$ cat src/rtl/mdc_pkg.sv
// Shared width and FSM state type for the GCD operand feeder.
package mdc_pkg;

  localparam int MDC_W = 32;

  typedef enum logic [1:0] {
    IDLE = 2'd0,
    LOAD = 2'd1,
    RUN  = 2'd2,
    HOLD = 2'd3
  } mdc_state_e;

endpackage

$ cat src/rtl/mdc_feed_if.sv
// Upstream operand, GCD core and downstream result signals of mdc_feed.
// master = the feeder itself, slave = its environment (source, core, sink).
interface mdc_feed_if;

  logic                       in_valid;
  logic                       in_ready;
  logic [mdc_pkg::MDC_W-1:0]  in_a;
  logic [mdc_pkg::MDC_W-1:0]  in_b;
  logic                       core_ld;
  logic [mdc_pkg::MDC_W-1:0]  core_a;
  logic [mdc_pkg::MDC_W-1:0]  core_b;
  logic [mdc_pkg::MDC_W-1:0]  core_res;
  logic                       core_done;
  logic                       out_valid;
  logic                       out_ready;
  logic [mdc_pkg::MDC_W-1:0]  out_res;
  logic                       out_err;
  logic                       busy;

  modport master (
    input  in_valid, in_a, in_b, core_res, core_done, out_ready,
    output in_ready, core_ld, core_a, core_b, out_valid, out_res, out_err, busy
  );

  modport slave (
    output in_valid, in_a, in_b, core_res, core_done, out_ready,
    input  in_ready, core_ld, core_a, core_b, out_valid, out_res, out_err, busy
  );

endinterface

$ cat src/rtl/mdc_fifo.sv
// Operand-pair FIFO, DEPTH entries of 64 bits; head reads 0 while empty.
// DEPTH must be a power of two so the pointers wrap naturally.
module mdc_fifo #(
  parameter int DEPTH = 2
) (
  input  logic        clk,
  input  logic        rst_n,
  input  logic        push_i,
  input  logic [63:0] din_i,
  input  logic        pop_i,
  output logic [63:0] dout_o,
  output logic        full_o,
  output logic        empty_o
);

  localparam int PTR_W = (DEPTH > 1) ? $clog2(DEPTH) : 1;
  localparam int CNT_W = $clog2(DEPTH + 1);

  logic [63:0]      mem_q [DEPTH];
  logic [PTR_W-1:0] wr_q, wr_d, rd_q, rd_d;
  logic [CNT_W-1:0] cnt_q, cnt_d;
  logic             push_ok, pop_ok;

  assign full_o  = (cnt_q == CNT_W'(DEPTH));
  assign empty_o = (cnt_q == '0);
  assign push_ok = push_i && !full_o;
  assign pop_ok  = pop_i && !empty_o;
  assign dout_o  = empty_o ? 64'd0 : mem_q[rd_q];

  always_comb begin
    wr_d  = wr_q;
    rd_d  = rd_q;
    cnt_d = cnt_q;
    if (push_ok) wr_d = wr_q + PTR_W'(1);
    if (pop_ok)  rd_d = rd_q + PTR_W'(1);
    case ({push_ok, pop_ok})
      2'b10:   cnt_d = cnt_q + CNT_W'(1);
      2'b01:   cnt_d = cnt_q - CNT_W'(1);
      default: cnt_d = cnt_q;
    endcase
  end

  always_ff @(posedge clk or negedge rst_n) begin
    if (!rst_n) begin
      wr_q  <= '0;
      rd_q  <= '0;
      cnt_q <= '0;
    end else begin
      wr_q  <= wr_d;
      rd_q  <= rd_d;
      cnt_q <= cnt_d;
    end
  end

  // Storage needs no reset: the count alone decides what is valid.
  always_ff @(posedge clk) begin
    if (push_ok) mem_q[wr_q] <= din_i;
  end

endmodule

$ cat src/rtl/mdc_feed.sv
// Feeds queued operand pairs to a subtractive GCD core and holds each result
// until taken. Optional RUN watchdog enabled by `define MDC_FEED_TIMEOUT_EN.
//
// state | meaning
// IDLE  | no work, waiting for a queued pair
// LOAD  | one cycle: strobe core_ld with the FIFO head, pop it
// RUN   | core iterating, wait for core_done (or watchdog expiry)
// HOLD  | out_valid high until the downstream accepts the result
module mdc_feed
  import mdc_pkg::*;
#(
  parameter int DEPTH          = 2,
  parameter int TIMEOUT_CYCLES = 1024
) (
  input  logic        clk,
  input  logic        rst_n,
  mdc_feed_if.master  bus
);

  mdc_state_e       state_q, state_d;
  logic [MDC_W-1:0] res_q, res_d;
  logic [63:0]      head;
  logic             full, empty, pop, tmo_hit;

  mdc_fifo #(.DEPTH(DEPTH)) u_fifo (
    .clk     (clk),
    .rst_n   (rst_n),
    .push_i  (bus.in_valid),
    .din_i   ({bus.in_a, bus.in_b}),
    .pop_i   (pop),
    .dout_o  (head),
    .full_o  (full),
    .empty_o (empty)
  );

  assign pop          = (state_q == LOAD);
  assign bus.in_ready = !full;
  assign bus.core_ld  = (state_q == LOAD);
  assign bus.core_a   = head[63:32];
  assign bus.core_b   = head[31:0];
  assign bus.out_valid = (state_q == HOLD);
  assign bus.out_res  = res_q;
  assign bus.busy     = (state_q != IDLE) || !empty;

  always_comb begin
    state_d = state_q;
    res_d   = res_q;
    case (state_q)
      IDLE: if (!empty) state_d = LOAD;
      LOAD: state_d = RUN;
      RUN: begin
        if (bus.core_done) begin
          res_d   = bus.core_res;
          state_d = HOLD;
        end else if (tmo_hit) begin
          res_d   = '0;
          state_d = HOLD;
        end
      end
      HOLD: if (bus.out_ready) state_d = empty ? IDLE : LOAD;
      default: state_d = IDLE;
    endcase
  end

  always_ff @(posedge clk or negedge rst_n) begin
    if (!rst_n) begin
      state_q <= IDLE;
      res_q   <= '0;
    end else begin
      state_q <= state_d;
      res_q   <= res_d;
    end
  end

`ifdef MDC_FEED_TIMEOUT_EN
  logic [31:0] cnt_q, cnt_d;
  logic        err_q, err_d;

  // Counts RUN cycles without done; the core is left running on expiry and
  // gets overridden by the next load.
  always_comb begin
    cnt_d   = cnt_q;
    err_d   = err_q;
    tmo_hit = 1'b0;
    if (state_q == LOAD) begin
      cnt_d = '0;
    end else if (state_q == RUN) begin
      if (bus.core_done) begin
        err_d = 1'b0;
      end else begin
        cnt_d   = cnt_q + 32'd1;
        tmo_hit = ((cnt_q + 32'd1) == 32'(TIMEOUT_CYCLES));
        if (tmo_hit) err_d = 1'b1;
      end
    end
  end

  always_ff @(posedge clk or negedge rst_n) begin
    if (!rst_n) begin
      cnt_q <= '0;
      err_q <= 1'b0;
    end else begin
      cnt_q <= cnt_d;
      err_q <= err_d;
    end
  end

  assign bus.out_err = err_q;
`else
  logic unused_tmo;

  assign tmo_hit     = 1'b0;
  assign bus.out_err = 1'b0;
  assign unused_tmo  = ^TIMEOUT_CYCLES;
`endif

endmodule

$ cat src/flat_wrapper.sv
// flat-port wrapper written by rule: the top's interface ports become plain ports
module mdc_feed_flat import mdc_pkg::*;
#(
  parameter int DEPTH          = 2,
  parameter int TIMEOUT_CYCLES = 1024
)
  (clk, rst_n, bus_in_valid, bus_in_a, bus_in_b, bus_core_res, bus_core_done, bus_out_ready, bus_in_ready, bus_core_ld, bus_core_a, bus_core_b, bus_out_valid, bus_out_res, bus_out_err, bus_busy);
  mdc_feed_if bus_i ();
  input  logic clk;
  input  logic rst_n;
  input wire logic [$bits(bus_i.in_valid)-1:0] bus_in_valid;
  input wire logic [$bits(bus_i.in_a)-1:0] bus_in_a;
  input wire logic [$bits(bus_i.in_b)-1:0] bus_in_b;
  input wire logic [$bits(bus_i.core_res)-1:0] bus_core_res;
  input wire logic [$bits(bus_i.core_done)-1:0] bus_core_done;
  input wire logic [$bits(bus_i.out_ready)-1:0] bus_out_ready;
  output wire logic [$bits(bus_i.in_ready)-1:0] bus_in_ready;
  output wire logic [$bits(bus_i.core_ld)-1:0] bus_core_ld;
  output wire logic [$bits(bus_i.core_a)-1:0] bus_core_a;
  output wire logic [$bits(bus_i.core_b)-1:0] bus_core_b;
  output wire logic [$bits(bus_i.out_valid)-1:0] bus_out_valid;
  output wire logic [$bits(bus_i.out_res)-1:0] bus_out_res;
  output wire logic [$bits(bus_i.out_err)-1:0] bus_out_err;
  output wire logic [$bits(bus_i.busy)-1:0] bus_busy;
  assign bus_i.in_valid = bus_in_valid;
  assign bus_i.in_a = bus_in_a;
  assign bus_i.in_b = bus_in_b;
  assign bus_i.core_res = bus_core_res;
  assign bus_i.core_done = bus_core_done;
  assign bus_i.out_ready = bus_out_ready;
  assign bus_in_ready = bus_i.in_ready;
  assign bus_core_ld = bus_i.core_ld;
  assign bus_core_a = bus_i.core_a;
  assign bus_core_b = bus_i.core_b;
  assign bus_out_valid = bus_i.out_valid;
  assign bus_out_res = bus_i.out_res;
  assign bus_out_err = bus_i.out_err;
  assign bus_busy = bus_i.busy;
  mdc_feed #(.DEPTH(DEPTH), .TIMEOUT_CYCLES(TIMEOUT_CYCLES)) u_core (.clk(clk), .rst_n(rst_n), .bus(bus_i));
endmodule
$ cat config.mk
export PLATFORM = sky130hd
export DESIGN_NAME = mdc_feed_flat
export DESIGN_NICKNAME = d
export VERILOG_FILES = /design/src/rtl/mdc_pkg.sv /design/src/rtl/mdc_feed_if.sv /design/src/rtl/mdc_fifo.sv /design/src/rtl/mdc_feed.sv /design/src/flat_wrapper.sv
export SDC_FILE = /design/constraint.sdc
export NUM_CORES = 1
export LEC_CHECK = 0
export CORE_UTILIZATION = 40
export CTS_CLUSTER_DIAMETER = 120
export DETAILED_ROUTE_END_ITERATION = 16
export PLACE_DENSITY = 0.73
export SYNTH_ARGS = -nofsm -noshare
export SYNTH_HDL_FRONTEND = slang
export SYNTH_SLANG_ARGS = --single-unit
$ cat constraint.sdc
create_clock -name clk -period 4.1 [get_ports clk]
set_input_delay 1.025 -clock clk [delete_from_list [all_inputs] [get_ports clk]]
set_output_delay 1.025 -clock clk [all_outputs]
set_load 0.01 [all_outputs]
; After elaboration in Yosys (flattened, before gate mapping)
; Memories as Yosys holds them, arrays and structs flattened.
; Cells that the tools add are included.
[word_totals]
reg_bits = 38
ramBits = 128
inputBits = 101
out_inout_bits = 101
elab_cells = 39
mem_count = 1
[op_classes]
add_sub_neg = 4
eq_ne = 9
muxes = 9
n_reduce_logical = 11
[mem_list]
columns = memory, words, word_bits, rd, rd_clocked_by_memory_dff, write_ports, line
row1 = u_core.u_fifo.mem_q, 2, 64, 1, 0, 1, mdc_fifo.sv:19  ; logic [63:0] mem_q [DEPTH];
[op_table]
columns = op, count
row1 = 64-bit 2-to-1 mux, 1
row2 = "2-bit == test, second input constant", 4
row3 = 2-bit one-hot mux with 4 select lines, 1
row4 = 2-bit 2-to-1 mux, 3
row5 = "2-bit != test, second input constant", 3
row6 = "2-bit by 1-bit == test with 1-bit output, second input constant", 2
row7 = 2-bit zero test, 2
row8 = 2-bit one-hot mux with 2 select lines, 1
row9 = 2-bit nonzero test, 2
row10 = 1-bit 2-to-1 mux, 3
row11 = 3-bit AND reduction, 1
row12 = "1-bit adder, second input constant", 2
row13 = "2-bit by 1-bit adder with 2-bit output, second input constant", 1
row14 = 1-bit logical AND, 2
row15 = 1-bit zero test, 2
row16 = 2-bit AND reduction, 1
row17 = "2-bit by 1-bit subtractor with 2-bit output, second input constant", 1
row18 = 1-bit logical OR, 1

; Logic depth before layout (Yosys ltp)
[logic_depth]
ltp_word = 5
mapped_depth = 7
depth_no_buf = 7

; Cells and area by module
; Synthesis repeated with hierarchy kept, for this count alone.
[hier_totals]
cells_unflattened = 377
hier_area_um2 = 6429.9
[by_module_without_submodules]
columns = mod, n_inst, cells_per_inst, area_per_inst_um2, seq_area_each_um2
row1 = mdc_fifo, 1, 288, 5034.8, 3943.8
row2 = mdc_feed, 1, 89, 1395.1, 850.8

; Worst setup path before layout
; OpenSTA, ideal clock, no wires.
[synth_path]
path_type = in2reg
startpoint = input bus_in_valid
endpoint = memory u_core.u_fifo.mem_q[0][0], enable pin
setup_ns = 0.486
t_arrival_ns = 3.798
t_required_ns = 3.614
path_slack_ns = -0.184
stages = 2
path_buffers = 0
cell_sequence = nand2_1 -> nor2_1
[synth_via]
elab_chain_len = 3
[synth_lines]
columns = element, line
row1 = start: declaration, flat_wrapper.sv:11  ; input wire logic [$bits(bus_i.in_valid)-1:0] bus_in_valid;
row2 = 1-bit logical AND, mdc_fifo.sv:26  ; assign push_ok = push_i && !full_o;
row3 = 1-bit 2-to-1 mux, mdc_fifo.sv:57  ; if (push_ok) mem_q[wr_q] <= din_i;
row4 = 1-bit 2-to-1 mux (implied by the code), mdc_fifo.sv:57
row5 = end: declaration, mdc_fifo.sv:19
; Every way passes these cells.

; Final worst setup path
[layout_path]
startpoint = register u_core.u_fifo.rd_q
endpoint = output bus_core_a[24]
[layout_via]
elab_chain_len = 2
[layout_lines]
columns = element, line
row1 = start: declaration, mdc_fifo.sv:20  ; logic [PTR_W-1:0] wr_q, wr_d, rd_q, rd_d;
row2 = start signal: assignment, mdc_fifo.sv:50  ; rd_q <= rd_d;
row3 = memory 2 x 64 bit, -
row4 = 64-bit 2-to-1 mux, mdc_fifo.sv:28  ; assign dout_o = empty_o ? 64'd0 : mem_q[rd_q];
row5 = end: declaration, flat_wrapper.sv:19  ; output wire logic [$bits(bus_i.core_a)-1:0] bus_core_a;
; Every way passes these cells.

==> impl_metrics.env <==
export IMPL_vias=3795
export IMPL_drc=0
export IMPL_dp_hpwl_um=9200
export IMPL_routed_wl_um=13220
export IMPL_grt_pass1_vias=4072
export IMPL_vias_per_cell=4.708
export IMPL_whs_ns=0.4926
export IMPL_grt_usage=0.1670
export IMPL_diodes=0
export IMPL_startpoint_type="register"
export IMPL_grtUsageMet1=0.2004
export IMPL_synth_fp_nets=484
export IMPL_end_kind="output port"
export IMPL_cts_setup_buffers=0
export IMPL_clk_pin_slew_worst_paths_ns=0.06
export IMPL_ys_types=24
export IMPL_setup_violations=0
export IMPL_dr_pass1_iters=4
export IMPL_fp_dieW_um=128.3
export IMPL_fmax_ghz=0.2836
export IMPL_ys_top_cells_by_area="edfxtp_1 (60%), dfrtp_1 (15%), mux2i_1 (10%)"
export IMPL_syn_inst=377
export IMPL_placement_io_buffers=200
export IMPL_place_area_sq_um=8642
export IMPL_gr_total_overflow=0
export IMPL_post_route_cell_area_sq_um=9164
export IMPL_cts_root_buf="clkbuf_16"
export IMPL_clock_sinks=166
export IMPL_synth_area_sq_um=6384
export IMPL_grtUsageMet2=0.2696
export IMPL_min_path_type="register to register"
export IMPL_worstRegToRegCells=4
export IMPL_yosysWarnings=0
export IMPL_required_ns=3.07
export IMPL_layout_common_cells="clkdlybuf4s50_1 (200), edfxtp_1 (128), nor2_1 (65)"
export IMPL_ys_seq_area_frac=0.7511
export IMPL_synth_top_area_frac=0.6021
export IMPL_max_slew_margin_rel=0.1583
export IMPL_insertion_delay_ns=0.41
export IMPL_cts_tree="yes"
export IMPL_whs_path_depth=1
export IMPL_clock_path_buffers=2
export IMPL_yosys_area_top_type="edfxtp_1"
export IMPL_period_share=0.8601
export IMPL_drtIter0Drc=255
export IMPL_max_cap_violations=0
export IMPL_die_area_sq_um=16470
export IMPL_avgRoutedWirePerCell_um=16.40
export IMPL_core_sq_um=15370
export IMPL_critical_path_class="register to output port"
export IMPL_antenna_found_initial=0
export IMPL_num_rows=45
export IMPL_busiest_layer="met2"
export IMPL_io_pins=202
export IMPL_cts_repair_resized=0
export IMPL_mostFrequentLayoutCell="clkdlybuf4s50_1"
export IMPL_rsz0062_at_grt="no"
export IMPL_syn2layout_area_growth_pct=43.55
export IMPL_cts_hold_buf=0
export IMPL_gp_congestion=0.7464
export IMPL_start_util=0.4153
export IMPL_p_leak_nw=3.476
export IMPL_worst_pin_slew_ns=1.260
export IMPL_finClkSkew_ns=0.008342
export IMPL_grt_pass1_wl_um=20570
export IMPL_cp_arrival_ns=2.50
export IMPL_cp_max_fo=41
export IMPL_tns_ns=0
export IMPL_numCtsBuffers=17
export IMPL_drv_slew=0
export IMPL_grt_max_degree=46
export IMPL_syn_area_per_cell_sq_um=16.93
export IMPL_ys_ff_latch=166
export IMPL_die_y_um=128.3
export IMPL_hold_violations=0
export IMPL_nFillCells=1202
export IMPL_nets=691
export IMPL_drive_above_1_share=0.1109
export IMPL_use_met3=0.06445
export IMPL_cellPowerDensity_nw_per_um2=750.7
export IMPL_vdd_ir_drop_worst_mv=0.3498
export IMPL_status="completed"
export IMPL_period_minus_slack_ns=3.526
export IMPL_h_tree_depth=4
export IMPL_ant_nets=0
-- cell usage after synthesis, drive strengths merged --
library cell  instances
ha                    6
buf                  18
a221o                 1
mux2i                64
inv                   4
dfrtp                38
xor2                  2
a21oi                 1
conb                  1
mux2                 33
and3                  1
nand2b                2
o22ai                 2
nand2                 3
and2                  1
nor2                 67
xnor2                 3
or2                   1
nor3                  1
edfxtp              128
-- registers in the layout, summed over array words and instances (netlist names) --
signal               cells
u_core.bus.out_res      32
u_core.u_fifo.mem_q    128
u_core.state_q           2
u_core.u_fifo.cnt_q      2
u_core.u_fifo.wr_q       1
u_core.u_fifo.rd_q       1
-- final cells by class --
cell class / count / area (sq um) / share of cell area
sequential: 166 / 4798 / 0.5236
timing repair buffer: 206 / 2085 / 0.2275
multi-input combinational: 189 / 1480 / 0.1615
clock buffer: 21 / 440.4 / 0.04806
tap: 211 / 264.0 / 0.02881
clock inverter: 9 / 81.33 / 0.008875
inverter: 4 / 15.01 / 0.001638
-- routing by layer --
metal	share of wire	wire (um)	up-vias
met2	0.47	6188	175
li1	-	-	1785
met5	0	0	-
met3	0.11	1393	18
met4	0.015	204	0
met1	0.41	5432	1817
-- critical path, cell delays in order, from the launching register on --
cell and delay (ns):
dfrtp_4 0.90, buf_4 0.39, mux2i_1 0.26, nor2_1 0.06
clkdlybuf4s50_1 0.47
-- per-stage QoR --
stage	total power, mW	worst slack [ns]	util	cells
global placement	5.459	1.050	0.5622	776
finish	6.879	0.5738	0.5962	806
global route	7.269	0.4190	0.5962	806
detailed placement	5.537	1.001	0.5622	776
floorplan	4.011	0.8864	-	377
CTS	6.980	0.5488	0.5962	806
-- where the power goes --
| group | leakage, nW | internal (mW) | total (mW) | switching [mW] |
|---|---|---|---|---|
| combinational | 1.59 | 1.58 | 2.82 | 1.24 |
| sequential | 1.64 | 2.36 | 2.65 | 0.289 |
| clock | 0.251 | 0.824 | 1.42 | 0.592 |
| total | 3.48 | 4.76 | 6.88 | 2.12 |
-- path summary, 6_finish.rpt --
path                                          endpoint             startpoint  slack, ns
max in group asynchronous        u_core.bus.out_res[1]                  rst_n       2.21
worst min-delay path             u_core.bus.out_res[7]  u_core.bus.out_res[7]       0.49
worst max register to register   u_core.bus.out_res[1]      u_core.state_q[0]       1.88
worst max-delay path                    bus_core_a[24]     u_core.u_fifo.rd_q       0.57
min in group asynchronous       u_core.bus.out_res[25]                  rst_n       1.11
worst min register to register   u_core.bus.out_res[7]  u_core.bus.out_res[7]       0.49
-- kinds of logic after synthesis --
family,Yosys count,share of synthesized area
adder cells (fa/ha/maj),6,0.01176
flip-flops,166,0.7511
buffers and inverters,22,0.01921
XOR/XNOR,5,0.006861
multiplexers,97,0.1586
AND/OR/NAND/NOR,76,0.04763
other,1,0.0005874
AO/OA/AOI/OAI,4,0.004311
No activity file was read; power rests on OpenSTA's default activity.
